--- src/rtl/sipo_pkg.sv ---
// rtl/sipo_pkg.sv - shared state type and sizing helpers for the SIPO deserializer
package sipo_pkg;

  typedef enum logic {SIPO_EMPTY = 1'b0, SIPO_HOLD = 1'b1} sipo_state_e;

  function automatic int sipo_beats(input int data_width, input int lanes);
    return data_width / lanes;
  endfunction

  function automatic int sipo_cnt_w(input int beats);
    return (beats > 1) ? $clog2(beats) : 1;
  endfunction

endpackage

--- src/rtl/sipo_out_reg.sv ---
// rtl/sipo_out_reg.sv - single-entry output holding register with valid/ready handshake
module sipo_out_reg import sipo_pkg::*; #(
  parameter int WIDTH = 16
) (
  input  logic             clk,
  input  logic             resetn,
  input  logic             load,
  input  logic [WIDTH-1:0] load_data,
  output logic             load_ready,
  input  logic             dout_ready,
  output logic             dout_valid,
  output logic [WIDTH-1:0] dout
);

  sipo_state_e state;

  // A load while HOLD replaces the word in place, so a close that meets a handshake never bubbles.
  always_ff @(posedge clk or negedge resetn) begin
    if (!resetn) begin
      state <= SIPO_EMPTY;
      dout  <= '0;
    end else begin
      case (state)
        SIPO_EMPTY: begin
          if (load) begin
            state <= SIPO_HOLD;
            dout  <= load_data;
          end
        end
        SIPO_HOLD: begin
          if (load) begin
            dout <= load_data;
          end else if (dout_ready) begin
            state <= SIPO_EMPTY;
          end
        end
        default: state <= SIPO_EMPTY;
      endcase
    end
  end

  assign dout_valid = (state == SIPO_HOLD);
  assign load_ready = (state == SIPO_EMPTY) || dout_ready;

endmodule

--- src/rtl/sipo_deserializer.sv ---
// rtl/sipo_deserializer.sv - packs LANES-bit beats into DATA_WIDTH-bit words
// SIPO_LAST_EN adds din_last (early close, zero padded) and dout_beats.
module sipo_deserializer import sipo_pkg::*; #(
  parameter int DATA_WIDTH = 16,
  parameter int LANES      = 1,
  parameter bit MSB_FIRST  = 1'b1
) (
  input  logic                  clk,
  input  logic                  resetn,
  input  logic                  din_valid,
  output logic                  din_ready,
  input  logic [LANES-1:0]      din,
`ifdef SIPO_LAST_EN
  input  logic                  din_last,
  output logic [$clog2(sipo_beats(DATA_WIDTH, LANES)+1)-1:0] dout_beats,
`endif
  output logic                  dout_valid,
  input  logic                  dout_ready,
  output logic [DATA_WIDTH-1:0] dout
);

  localparam int BEATS = sipo_beats(DATA_WIDTH, LANES);
  localparam int CW    = sipo_cnt_w(BEATS);

  if (DATA_WIDTH % LANES != 0) begin : g_width_check
    $error("sipo_deserializer: DATA_WIDTH must be a multiple of LANES");
  end

  logic [CW-1:0]               cnt;
  logic [DATA_WIDTH-1:0]       sh;
  logic [DATA_WIDTH-1:0]       shifted;
  logic [DATA_WIDTH+LANES-1:0] ext;
  logic                        closing;
  logic                        accept;
  logic                        load_ready;

  // Widened concatenation keeps the slices legal even when LANES == DATA_WIDTH.
  always_comb begin
    if (MSB_FIRST) begin
      ext     = {sh, din};
      shifted = ext[DATA_WIDTH-1:0];
    end else begin
      ext     = {din, sh};
      shifted = ext[DATA_WIDTH+LANES-1:LANES];
    end
  end

`ifdef SIPO_LAST_EN
  localparam int BW = $clog2(BEATS + 1);

  logic [BW-1:0]         beats;
  logic [31:0]           pad_bits;
  logic [DATA_WIDTH-1:0] word;

  assign closing = (cnt == CW'(BEATS - 1)) || din_last;
  assign beats   = BW'(cnt) + BW'(1);

  // Pad the missing late beats with zeros as if they had been shifted in.
  always_comb begin
    pad_bits = 32'(BEATS - int'(beats)) * 32'(LANES);
    word     = MSB_FIRST ? (shifted << pad_bits) : (shifted >> pad_bits);
  end

  sipo_out_reg #(.WIDTH(DATA_WIDTH + BW)) u_out (
    .clk        (clk),
    .resetn     (resetn),
    .load       (accept && closing),
    .load_data  ({beats, word}),
    .load_ready (load_ready),
    .dout_ready (dout_ready),
    .dout_valid (dout_valid),
    .dout       ({dout_beats, dout})
  );
`else
  assign closing = (cnt == CW'(BEATS - 1));

  sipo_out_reg #(.WIDTH(DATA_WIDTH)) u_out (
    .clk        (clk),
    .resetn     (resetn),
    .load       (accept && closing),
    .load_data  (shifted),
    .load_ready (load_ready),
    .dout_ready (dout_ready),
    .dout_valid (dout_valid),
    .dout       (dout)
  );
`endif

  assign din_ready = load_ready || !closing;
  assign accept    = din_valid && din_ready;

  always_ff @(posedge clk or negedge resetn) begin
    if (!resetn) begin
      cnt <= '0;
      sh  <= '0;
    end else if (accept) begin
      if (closing) begin
        cnt <= '0;
        sh  <= '0;
      end else begin
        cnt <= cnt + CW'(1);
        sh  <= shifted;
      end
    end
  end

endmodule
--- config.mk ---
export PLATFORM = sky130hd
export DESIGN_NAME = sipo_deserializer
export DESIGN_NICKNAME = d
export VERILOG_FILES = /design/src/rtl/sipo_pkg.sv /design/src/rtl/sipo_out_reg.sv /design/src/rtl/sipo_deserializer.sv
export SDC_FILE = /design/constraint.sdc
export NUM_CORES = 1
export LEC_CHECK = 0
export BUFFER_PORTS_ARGS = -buffer_cell sky130_fd_sc_hd__buf_2
export CORE_MARGIN = 5
export CORE_UTILIZATION = 45
export CTS_CLUSTER_DIAMETER = 100
export DETAILED_ROUTE_END_ITERATION = 8
export HOLD_SLACK_MARGIN = 0.05
export PLACE_DENSITY = 0.66
export SYNTH_ARGS = -nofsm -noshare
export SYNTH_HDL_FRONTEND = slang
export SYNTH_SLANG_ARGS = --single-unit
export TNS_END_PERCENT = 20
--- constraint.sdc ---
create_clock -name clk -period 4.9 [get_ports clk]
set_clock_uncertainty 0.15 [all_clocks]
set_input_delay 1.47 -clock clk [delete_from_list [all_inputs] [get_ports clk]]
set_output_delay 1.47 -clock clk [all_outputs]
set_load 0.01 [all_outputs]
==> metrics.cfg <==
[run_status]
outcome = completed

[synthesis]
syn-cell-area_sq_mm = 0.001415
yosysSeqAreaShare = 0.6366
syn_avg_cell_area_sq_um = 15.38
synth_cell_types = 21
syn_inst = 92
synth_seq_cells = 36
yosysWarnings = 0
synth.net_count = 98

[detailed_routing]
dr.pass1.iters = 4
drcViolationCount = 0
drt-initial-drc-count = 23
via_count = 816
routed_wl_um = 2287
wl_per_cell_um = 14.20
viasPerCell = 5.068
antenna_left = 0

[clock_tree]
ctsRootBufferMaster = clkbuf_4
cts.sinks = 36
clock_latency_ns = 0.33
post_cts_buffers = 0
cts_resized = 0
hold_buffers = 0
cts.reportedPaths.clkPinSlew_ns = 0.09
clock_path_buffers = 2
htreeDepth = 2
cts_tree = built
cts-buffers-inserted = 5

[die]
coreArea_sq_mm = 0.003028
die_h_um = 66.08
io-pin-count = 23
dieArea_sq_mm = 0.004366
initial_core_util = 0.4674
rows = 20
die_w_um = 66.08

[sta]
finalMaxSlewViolations = 0
slew_headroom = 0.4108
period_minus_slack_ns = 3.810
setup_viol = 0
finalCritPeriodShare = 0.7776
fmax_ghz = 0.2625
rsz0062_at_grt = no
tns_ns = 0
hold_viol = 0
worst_pin_slew_ns = 0.8838

[worst_hold_path]
hold_path_depth = 1
hp-class = reg2reg

[setup_path]
slowest_stage = or2_2
cp_num_buf_inv = 2
ff2ff_path_depth = 4
cp_cell_sequence = buf_2 -> nand2b_1 -> or2_2 -> buf_2
crit_fanout = 3
cp-start-kind = primary input
critical_path.most_common_cell = buf_2
arrival_ns = 2.19
cp_top_family = simple AND/OR/NAND/NOR gates
cp-end-kind = primary output
worstSetupPathType = in2out
cpPeakStageDelay_ns = 0.31
worst_ep_required_time_ns = 3.28
crit_cells = 4

[power]
leakage_nw = 0.8387
power_w = 0.0008515
vdd_drop_max_v = 0.0002414
p_per_area_mw_per_mm2 = 532.5

[placed_design]
gp_congestion = 0.6783
portBuffers = 22
dp_hpwl_um = 1542

[grt]
grt_pass1_vias = 848
antenna_found_initial = 0
grt_start_max_net_pins = 37
grt_usage = 0.1203
gr-total-overflow = 0
grt_pass1_wl_um = 3919

[layout]
nets = 123
num_antenna_cells = 0
area_growth_pct = 13.00
drive_above_1_share = 0.4188

[job]
maxCapViolCount = 0

area by class of cell:
type,count,area (sq um)
fill,269,1429
sequential,36,900.9
multi-input combinational,51,479.2
timing repair buffer,23,117.6
tap,44,55.05
clock buffer,6,41.29
clock inverter,1,5.005
worst paths after layout:
kind | slack (ns) | end | startpoint
min in group asynchronous | 1.05 | u_out.dout[12] | resetn
worst max register to register | 2.71 | u_out.dout[5] | cnt[0]
worst max-delay path | 1.09 | din_ready | dout_ready
worst min-delay path | 0.36 | u_out.dout[14] | u_out.dout[14]
worst min register to register | 0.36 | u_out.dout[14] | u_out.dout[14]
max in group asynchronous | 3.06 | u_out.dout[13] | resetn
logic make-up after synthesis:
logic type | count (synthesis) | synth area share
AND/OR/NAND/NOR | 11 | 0.04599
buffers and inverters | 5 | 0.02475
AO/OA/AOI/OAI | 21 | 0.1167
flip-flops | 36 | 0.6366
multiplexers | 18 | 0.1671
adder cells (fa/ha/maj) | 1 | 0.008840
cells in the final DEF (no fill, tap or decap), drive strengths merged:
cell type,Yosys,layout
nand2b,1,1
buf,4,23
or2,1,1
nor2,2,2
o21ai,1,1
nand2,1,1
a22o,15,15
or3b,1,1
clkinv,0,1
dfrtp,36,36
nor2b,1,1
clkbuf,1,6
and2,1,1
a41oi,1,1
a21oi,4,4
nand3,3,3
ha,1,1
mux2,18,18
cell usage after synthesis:
cell,count,area [sq um]
buf_6,2,22.52
and2_0,1,6.260
or3b_1,1,8.760
nand3_2,1,10.01
nor2b_1,1,6.260
mux2_2,9,101.4
nand3_1,2,10.01
nor2_1,2,7.510
a21oi_1,4,20.02
nand2_1,1,3.750
nand2b_1,1,6.260
buf_1,1,3.750
buf_2,1,5.000
o21ai_1,1,5.000
a41oi_1,1,8.760
ha_1,1,12.51
or2_2,1,6.260
a22o_1,15,131.4
dfrtp_1,36,900.9
mux2_4,9,135.1
clkbuf_1,1,3.750
state kept, by name, summed over array words and instances (netlist names):
register          cells
u_out.dout           16
u_out.dout_valid      1
sh                   15
cnt                   4
power breakdown:
group          switching [W]  internal (W)  total (W)
clock              0.0000873     0.0000528   0.000140
combinational       0.000105      0.000142   0.000247
sequential         0.0000683      0.000396   0.000464
total               0.000261      0.000591   0.000852
per-stage QoR:
step | instances | hold WS, ns | setup WS, ns | utilization | area [sq um]
global placement | 154 | 0.3332 | 1.104 | 0.5128 | 1553
detailed placement | 154 | 0.3410 | 1.094 | 0.5128 | 1553
CTS | 161 | 0.3636 | 1.090 | 0.5281 | 1599
floorplan | 92 | 0.3189 | 1.336 | - | 1415
global route | 161 | 0.3763 | 1.060 | 0.5281 | 1599
finish | 161 | 0.3559 | 1.090 | 0.5281 | 1599
routing by layer:
metal | vias up | GRT usage | part of all wire
li1 | 385 | - | -
met1 | 403 | 0.1457 | 0.44
met2 | 23 | 0.1915 | 0.48
met3 | 5 | 0.04422 | 0.059
met4 | 0 | 0.05330 | 0.020
met5 | - | 0 | 0
Power figures use the tool's default switching activity.
